===== src/rtl/seq_detect_pkg.sv =====
// Shared types and helpers for the programmable serial sequence detector.
// Patterns up to MAX_PAT_W bits are supported by the length-mask helper.
package seq_detect_pkg;

  typedef enum logic [1:0] {
    DISABLED = 2'd0,
    FILL     = 2'd1,
    ARMED    = 2'd2
  } state_t;

  localparam int MAX_PAT_W = 64;

  function automatic int len_width(input int pat_w);
    return $clog2(pat_w + 1);
  endfunction

  // Bits [len-1:0] set; the caller compares only its low PAT_W bits.
  function automatic logic [MAX_PAT_W-1:0] lenmask(input int len);
    logic [MAX_PAT_W-1:0] m;
    m = '0;
    for (int i = 0; i < MAX_PAT_W; i++) begin
      if (i < len) m[i] = 1'b1;
    end
    return m;
  endfunction

endpackage


===== src/rtl/seq_detect_prog_if.sv =====
// Stream, configuration and status bundle of the sequence detector.
interface seq_detect_prog_if #(
  parameter int PAT_W = 8,
  parameter int CNT_W = 16
);
  import seq_detect_pkg::*;
  localparam int LEN_W = len_width(PAT_W);

  logic             en;
  logic             in_valid;
  logic             x;
  logic             cfg_wr;
  logic [PAT_W-1:0] cfg_pattern;
  logic [PAT_W-1:0] cfg_mask;
  logic [LEN_W-1:0] cfg_len;
  logic             cfg_overlap;
  logic             cnt_clr;
  logic             match;
  logic [CNT_W-1:0] match_cnt;
  logic             armed;
  logic             cfg_err;

  modport master (
    output en, in_valid, x, cfg_wr, cfg_pattern, cfg_mask, cfg_len, cfg_overlap, cnt_clr,
    input  match, match_cnt, armed, cfg_err
  );

  modport slave (
    input  en, in_valid, x, cfg_wr, cfg_pattern, cfg_mask, cfg_len, cfg_overlap, cnt_clr,
    output match, match_cnt, armed, cfg_err
  );
endinterface


===== src/rtl/seq_detect_prog_sat_counter.sv =====
// Saturating up-counter with synchronous clear; clear has priority over increment.
module sat_counter #(
  parameter int W = 16
) (
  input  logic         clk,
  input  logic         reset,
  input  logic         inc,
  input  logic         clr,
  output logic [W-1:0] count
);

  always_ff @(posedge clk) begin
    if (!reset) begin
      count <= '0;
    end else if (clr) begin
      count <= '0;
    end else if (inc && (count != '1)) begin
      count <= count + W'(1);
    end
  end

endmodule


===== src/rtl/seq_detect_prog.sv =====
// Run-time programmable serial bit-sequence detector with saturating match counter.
//   state    | meaning
//   DISABLED | en low, history and fill cleared
//   FILL     | collecting samples, fewer than len fresh bits held
//   ARMED    | len fresh bits held, every accepted sample is compared
module seq_detect_prog
  import seq_detect_pkg::*;
#(
  parameter int PAT_W = 8,
  parameter int CNT_W = 16
) (
  input logic              clk,
  input logic              reset,
  seq_detect_prog_if.slave bus
);

  localparam int LEN_W = len_width(PAT_W);

  state_t           state;
  logic [PAT_W-1:0] pattern;
  logic [PAT_W-1:0] mask;
  logic [LEN_W-1:0] len;
  logic [LEN_W-1:0] fill;
  logic             overlap;
  logic [PAT_W-2:0] hist;
  logic             match_q;
  logic             armed_q;
  logic             cfg_err_q;
  logic [CNT_W-1:0] cnt;

  logic             cfg_ok;
  logic             cfg_load;
  logic             accept;
  logic             hit;
  logic [PAT_W-1:0] hist_n;
  logic [LEN_W-1:0] fill_inc;
  logic [LEN_W-1:0] fill_nx;

  assign cfg_ok   = (bus.cfg_len != '0) && (bus.cfg_len <= LEN_W'(PAT_W));
  assign cfg_load = bus.cfg_wr && cfg_ok;
  // A legal config write discards any sample presented on the same edge.
  assign accept   = bus.en && bus.in_valid && !cfg_load;
  assign hist_n   = {hist, bus.x};
  assign fill_inc = (fill < len) ? fill + LEN_W'(1) : len;
  assign hit      = accept && (fill_inc >= len) &&
                    ((MAX_PAT_W'((hist_n ^ pattern) & mask) & lenmask(int'(len))) == '0);
  assign fill_nx  = !accept            ? fill :
                    (hit && !overlap)  ? '0   : fill_inc;

  always_ff @(posedge clk) begin
    if (!reset) begin
      state     <= DISABLED;
      pattern   <= '0;
      mask      <= '0;
      len       <= LEN_W'(1);
      overlap   <= 1'b1;
      hist      <= '0;
      fill      <= '0;
      match_q   <= 1'b0;
      armed_q   <= 1'b0;
      cfg_err_q <= 1'b0;
    end else begin
      match_q   <= hit;
      cfg_err_q <= bus.cfg_wr && !cfg_ok;
      if (cfg_load) begin
        pattern <= bus.cfg_pattern;
        mask    <= bus.cfg_mask;
        len     <= bus.cfg_len;
        overlap <= bus.cfg_overlap;
        hist    <= '0;
        fill    <= '0;
        state   <= bus.en ? FILL : DISABLED;
        armed_q <= 1'b0;
      end else if (!bus.en) begin
        hist    <= '0;
        fill    <= '0;
        state   <= DISABLED;
        armed_q <= 1'b0;
      end else begin
        if (accept) begin
          hist <= hist_n[PAT_W-2:0];
          fill <= fill_nx;
        end
        armed_q <= (fill_nx == len);
        case (state)
          DISABLED: state <= (fill_nx == len) ? ARMED : FILL;
          FILL:     if (fill_nx == len) state <= ARMED;
          ARMED:    if (fill_nx != len) state <= FILL;
          default:  state <= DISABLED;
        endcase
      end
    end
  end

  sat_counter #(.W(CNT_W)) u_cnt (
    .clk   (clk),
    .reset (reset),
    .inc   (hit),
    .clr   (bus.cnt_clr),
    .count (cnt)
  );

  assign bus.match     = match_q;
  assign bus.armed     = armed_q;
  assign bus.cfg_err   = cfg_err_q;
  assign bus.match_cnt = cnt;

endmodule

===== src/flat_wrapper.sv =====
// flat-port wrapper written by rule: the top's interface ports become plain ports
module seq_detect_prog_flat import seq_detect_pkg::*;
#(
  parameter int PAT_W = 8,
  parameter int CNT_W = 16
)
  (clk, reset, bus_en, bus_in_valid, bus_x, bus_cfg_wr, bus_cfg_pattern, bus_cfg_mask, bus_cfg_len, bus_cfg_overlap, bus_cnt_clr, bus_match, bus_match_cnt, bus_armed, bus_cfg_err);
  seq_detect_prog_if #(.PAT_W(PAT_W), .CNT_W(CNT_W)) bus_i ();
  input logic clk;
  input logic reset;
  input wire logic [$bits(bus_i.en)-1:0] bus_en;
  input wire logic [$bits(bus_i.in_valid)-1:0] bus_in_valid;
  input wire logic [$bits(bus_i.x)-1:0] bus_x;
  input wire logic [$bits(bus_i.cfg_wr)-1:0] bus_cfg_wr;
  input wire logic [$bits(bus_i.cfg_pattern)-1:0] bus_cfg_pattern;
  input wire logic [$bits(bus_i.cfg_mask)-1:0] bus_cfg_mask;
  input wire logic [$bits(bus_i.cfg_len)-1:0] bus_cfg_len;
  input wire logic [$bits(bus_i.cfg_overlap)-1:0] bus_cfg_overlap;
  input wire logic [$bits(bus_i.cnt_clr)-1:0] bus_cnt_clr;
  output wire logic [$bits(bus_i.match)-1:0] bus_match;
  output wire logic [$bits(bus_i.match_cnt)-1:0] bus_match_cnt;
  output wire logic [$bits(bus_i.armed)-1:0] bus_armed;
  output wire logic [$bits(bus_i.cfg_err)-1:0] bus_cfg_err;
  assign bus_i.en = bus_en;
  assign bus_i.in_valid = bus_in_valid;
  assign bus_i.x = bus_x;
  assign bus_i.cfg_wr = bus_cfg_wr;
  assign bus_i.cfg_pattern = bus_cfg_pattern;
  assign bus_i.cfg_mask = bus_cfg_mask;
  assign bus_i.cfg_len = bus_cfg_len;
  assign bus_i.cfg_overlap = bus_cfg_overlap;
  assign bus_i.cnt_clr = bus_cnt_clr;
  assign bus_match = bus_i.match;
  assign bus_match_cnt = bus_i.match_cnt;
  assign bus_armed = bus_i.armed;
  assign bus_cfg_err = bus_i.cfg_err;
  seq_detect_prog #(.PAT_W(PAT_W), .CNT_W(CNT_W)) u_core (.clk(clk), .reset(reset), .bus(bus_i));
endmodule

===== config.mk =====
export PLATFORM = sky130hd
export DESIGN_NAME = seq_detect_prog_flat
export DESIGN_NICKNAME = d
export VERILOG_FILES = /design/src/rtl/seq_detect_pkg.sv /design/src/rtl/seq_detect_prog_if.sv /design/src/rtl/seq_detect_prog_sat_counter.sv /design/src/rtl/seq_detect_prog.sv /design/src/flat_wrapper.sv
export SDC_FILE = /design/constraint.sdc
export NUM_CORES = 1
export LEC_CHECK = 0
export CAP_MARGIN = 25
export CORE_UTILIZATION = 50
export DETAILED_ROUTE_END_ITERATION = 10
export PLACE_DENSITY = 0.8
export SLEW_MARGIN = 20
export SYNTH_ARGS = -nofsm -noshare
export SYNTH_HDL_FRONTEND = slang
export SYNTH_SLANG_ARGS = --single-unit
export TNS_END_PERCENT = 50

===== constraint.sdc =====
create_clock -name clk -period 6.45 [get_ports clk]
set_input_delay 0.9675 -clock clk [delete_from_list [all_inputs] [get_ports clk]]
set_output_delay 0.9675 -clock clk [all_outputs]
set_load 0.05 [all_outputs]

* Yosys cells after proc, flatten, opt, wreduce, memory -nomap -nowiden *
Cells that the tools add are included.

cells by class
  $add $sub $neg = 2
  order comparisons = 18
  equal/unequal tests = 2
  mux-type cells = 18
  bitwise gates (word level) = 5
  reduce and logical (&&, ||, !) cells = 16

operator list
  operator                 count
  $and A64 B15 Y64         1
  $and A64 B8 Y64          1
  $logic_not A64 Y1        1
  $lt A4 B4 Y1 const A     7
  $add A16 B1 Y16 const B  1
  $lt A3 B4 Y1 const A     4
  $ne A16 B16 Y1 const B   1
  $mux W1                  15
  $mux W4                  3
  $logic_and A1 B1 Y1      9
  $lt A1 B4 Y1 const A     2
  $lt A2 B4 Y1 const A     2
  $xor A8 B8 Y8            1
  $add A4 B1 Y4 const B    1
  $eq A4 B4 Y1             1
  $ge A4 B4 Y1             1
  $le A4 B4 Y1 const B     1
  $lt A4 B4 Y1             1
  $reduce_bool A4 Y1       1
  $logic_not A1 Y1         3
  $reduce_or A3 Y1         1
  $not A1 Y1               2
  $reduce_or A2 Y1         1

word-level totals
  flip-flop bits (word level) = 51
  input bits = 28
  output and inout bits = 19

* Depth between registers and ports, before layout *
  depth after elaboration = 11
  gate-level depth with buffers = 17

* Modules after synthesis *
From an unflattened synthesis, not the netlist that was laid out.

second synthesis, totals
  cells, all modules = 333
  area, all modules = 2826.5 µm²

by module, submodules not included
  module           instances  cells each  area an instance (µm²)  seq. area each (µm²)
  seq_detect_prog  1          242         1961.9                  700.7
  sat_counter      1          91          864.6                   320.3

* Worst setup path before layout *
No wires, ideal clock.

  path kind = reg2reg
  start = register u_core.len[3]
  end = register u_core.u_cnt.count[13]
  setup time = 0.070 ns
  arrival = 3.677 ns
  required time = 6.380 ns
  slack = 2.703 ns
  stages on the path, launching flop included = 17
  path buffers = 3
  cells stage by stage = dfxtp_1 -> clkbuf_1 -> inv_1 -> ha_1 -> o21a_1 -> o21ai_0 -> clkbuf_1 -> a21oi_1 -> ha_1 -> o21a_1 -> o22a_1 -> o2111ai_1 -> nor4_4 -> nand3_2 -> buf_2 -> or3_1 -> a21oi_1

on the way
  word-level cells in the longest chain between the ends = 6
  elaborated cells between the ends (all ways) = 38

ends and longest elaborated chain
  element                                                   line                                          RTL
  start: declaration                                        seq_detect_prog.sv:22                         logic [LEN_W-1:0] len;
  start signal: assignment                                  seq_detect_prog.sv:68                         len <= bus.cfg_len;
  $lt A4 B4 Y1, or another cell as far along                seq_detect_prog.sv:44                         assign fill_inc = (fill < len) ? fill + LEN_W'(1) : len;
  $mux W4 or $mux W1 (tied branches)                        seq_detect_prog.sv:44, seq_detect_pkg.sv:22
  $ge A4 B4 Y1 or $and A64 B15 Y64 (tied branches)          seq_detect_prog.sv:45, seq_detect_prog.sv:46
  $logic_and A1 B1 Y1 or $logic_not A64 Y1 (tied branches)  seq_detect_prog.sv:45, seq_detect_prog.sv:46
  $logic_and A1 B1 Y1 (*)                                   seq_detect_prog.sv:45                         assign hit = accept && (fill_inc >= len) &&
  $logic_and A1 B1 Y1 (*)                                   seq_detect_prog_sat_counter.sv:17             end else if (inc && (count != '1)) begin
  end signal: assignment                                    seq_detect_prog_sat_counter.sv:18             count <= count + W'(1);
  end: declaration                                          seq_detect_prog_sat_counter.sv:9              output logic [W-1:0] count

Every way passes the cells marked *; elsewhere a longest branch is shown, timed or not.
A chain may end at the register's enable or synchronous reset.

* Worst setup path in the final report *
  start = register u_core.len[2]
  end = register u_core.u_cnt.count[15]

Same word-level chain as after synthesis.

==> results.json <==
{
  "wire_per_inst_um": 13.96,
  "route.detailed.drc": 0,
  "cts-resized-gates": 0,
  "fin_skew_ps": 3.428,
  "antenna_cells": 0,
  "ir_worst_vdd_v": 0.0001256,
  "required_ps": 6680,
  "top_layer": "met4",
  "gp_congestion": 0.9062,
  "cp.depth": 15,
  "reg2reg_depth": 15,
  "cpMaxStageDelayCell": "dfxtp_1",
  "cts_buffers": 5,
  "synth_xor_area_share_pct": 6.087,
  "synth_top_family_by_area": "simple AND/OR/NAND/NOR gates",
  "switching_share_pct": 25.24,
  "dp_hpwl_um": 4589,
  "clk_latency_ps": 300,
  "muxShareOfSynthArea_pct": 4.119,
  "antenna_found_initial": 0,
  "synthSimpleGateAreaFrac_pct": 26.82,
  "htree_levels": 2,
  "die_area_um2": 5768,
  "synth_warnings": 0,
  "drt-met1-wl_um": 2882,
  "layout-drive-gt1-share_pct": 6.216,
  "p_per_area_nw_per_um2": 198.1,
  "rsz0062_at_grt": "no",
  "seqPwrFrac_pct": 50.3,
  "num_rows": 26,
  "async_reset_ff_share_pct": 0,
  "placed_area_um2": 3229,
  "synthAdderAreaFrac_pct": 4.119,
  "hold_viol": 0,
  "ioPinCount": 47,
  "cts.sinks": 51,
  "clockBufferDepth": 2,
  "syn2layout_area_growth_pct": 22.43,
  "period_share_pct": 66.99,
  "critPathBufInv": 2,
  "synth_nets": 366,
  "grt_max_degree": 27,
  "drv_cap": 0,
  "cts_tree": "yes",
  "viasPerCell": 5.639,
  "setup_violations": 0,
  "grt_pass1_wl_um": 10800,
  "ys_seq_elements": 51,
  "synth.avg_cell_area_um2": 8.310,
  "grt_pass1_vias": 2384,
  "final_nets": 406,
  "intPower_w": 0.0004957,
  "drt_first_pass_iters": 4,
  "clkTransAtPathRegs_ps": 90,
  "yosysSeqAreaShare_pct": 37.35,
  "grt_util_all_layers_pct": 22.66,
  "outcome": "complete, no violations",
  "pwr-share-clk_pct": 34.9,
  "hold_depth": 2,
  "synth_compound_area_share_pct": 17.80,
  "die_y_um": 75.95,
  "die_w_um": 75.95,
  "p_comb_share_pct": 14.8,
  "power_leakage_nw": 1.215,
  "synth-edff-count": 0,
  "p_switching_w": 0.0001674,
  "crit_family": "simple AND/OR/NAND/NOR gates",
  "slew_headroom_pct": 37.16,
  "synth_ff_type": "dfxtp_1",
  "syn_inst": 329,
  "wirelength_um": 6144,
  "arrival_ps": 4550,
  "drv_slew": 0,
  "hp-class": "reg2reg",
  "setup_tns_ps": 0,
  "critPathMaxFanout": 11,
  "wl_met3_um": 267,
  "vias": 2481,
  "syn_area_um2": 2734,
  "grt-ovfl-total": 0,
  "max_stage_delay_ps": 570,
  "route.met2.wl_um": 2892,
  "cts-root-buf": "clkbuf_8",
  "crit_type": "reg2reg",
  "worst_pin_slew_ps": 934.0,
  "synth_cell_types": 53,
  "initial_core_util_pct": 52.85,
  "critical_path.cell_chain": "inv_1, ha_1, o21a_1, o21ai_0, buf_4, nor2_1, a21oi_1, ha_1, o21a_1, o22a_1, o2111ai_1, nor4_4, nand3_2, or4_1, a21oi_1",
  "cts_hold_buf": 0,
  "timing.fmax_mhz": 231.4,
  "cts_setup_buffers": 0,
  "drtAntennaViolNets": 0,
  "port_buffers": 46,
  "coreArea_um2": 5172,
  "period_minus_slack_ps": 4321,
  "finish.instance_area_um2": 3347,
  "drt_iter0_markers": 193,
  "end_kind": "flop",
  "cp-start-kind": "flop"
}
-- Yosys cell counts (all sizes together), types with 2 or more instances --
library cell	count	area share (%)
or4	2	0.55
o21ai	12	2.2
clkbuf	11	1.5
nand2b	4	0.92
a31oi	2	0.46
nor3	6	1.9
a21oi	18	3.3
xor2	14	4.5
a211o	2	0.64
a22oi	4	1.1
nand3	19	4.1
mux2i	10	4.1
dfxtp	51	37
inv	7	0.96
a21boi	18	4.9
o211ai	2	0.55
o21a	2	0.55
xnor2	5	1.6
ha	9	4.1
buf	5	1.2
a2111o	2	0.82
nor4	2	1.0
and3	3	0.87
nand4	6	1.4
and2	3	0.69
nand2	61	8.4
or3	5	1.1
nor2	27	3.7
nor2b	2	0.46
-- cells in the final DEF, fill, tap and decap left out, drive strengths merged, types with 6 or more instances in the layout --
cell / count
nand2: 61
dfxtp: 51
clkdlybuf4s50: 46
nor2: 27
nand3: 19
a21oi: 18
a21boi: 18
xor2: 14
o21ai: 12
mux2i: 10
ha: 9
inv: 7
nand4: 6
clkbuf: 6
nor3: 6
-- layout make-up --
class | count | area (um2)
Inverter | 7 | 26.28
Fill cell | 455 | 1826
Timing Repair Buffer | 49 | 483.0
Clock inverter | 2 | 35.03
Multi-Input combinational cell | 255 | 1612
Tap cell | 70 | 87.58
Clock buffer | 6 | 82.58
Sequential cell | 51 | 1021
-- cells by family (layout without fill, tap and decap cells) --
logic type / count (synthesis) / count (layout)
xor+xnor: 19 / 19
fa+ha+maj: 9 / 9
simple gates: 145 / 145
compound gates: 72 / 72
flops: 51 / 51
mux: 10 / 10
buf+inv: 23 / 64
-- final timing paths --
kind	startpoint	to	slack, ps
setup / recovery	u_core.len[2]	u_core.u_cnt.count[15]	2130
hold / removal	u_core.mask[7]	u_core.mask[7]	480
setup reg to reg	u_core.len[2]	u_core.u_cnt.count[15]	2130
hold reg to reg	u_core.mask[7]	u_core.mask[7]	480
-- worst reg2reg max path: cells and delay by family, from the launching register on --
kind | cells | cell delay (ps)
compound gates | 7 | 1270
fa+ha+maj | 2 | 530
buf+inv | 2 | 440
flops | 1 | 570
simple gates | 4 | 1450
-- state kept, by name (all words and copies together), names as in the netlist --
| name | cells |
|---|---|
| u_core.bus.armed | 1 |
| u_core.bus.cfg_err | 1 |
| u_core.bus.match | 1 |
| u_core.fill | 4 |
| u_core.hist | 7 |
| u_core.len | 4 |
| u_core.mask | 8 |
| u_core.overlap | 1 |
| u_core.pattern | 8 |
| u_core.u_cnt.count | 16 |
-- power by group through the flow --
stage	sequential, W	combinational, W	clock, W
after floorplan	0.000340	0.0000635	0
after global placement	0.000341	0.0000956	0
after detailed placement	0.000341	0.0000980	0
after CTS	0.000334	0.0000982	0.000234
after global routing	0.000335	0.000110	0.000248
final	0.000334	0.0000981	0.000231
-- metal layers --
metal | vias up | global-route usage (%)
met5 | - | 0
met2 | 72 | 39.27
met4 | 0 | 7.692
li1 | 1239 | -
met3 | 15 | 3.614
met1 | 1155 | 28.51
-- per-stage QoR --
stage          hold WS (ps)  cells  setup WS, ps  total power (W)  utilization (%)
3_5_place_dp          468.3    432          2180        0.0004390            62.43
4_1_cts               481.4    440          2176        0.0006659            64.71
2_1_floorplan         439.9    329          2703        0.0004031                -
6_report              478.6    440          2129        0.0006631            64.71
3_3_place_gp          454.7    431          2298        0.0004361            62.29
5_1_grt               493.7    440          1749        0.0006925            64.71
No activity file was read; power rests on OpenSTA's default activity.
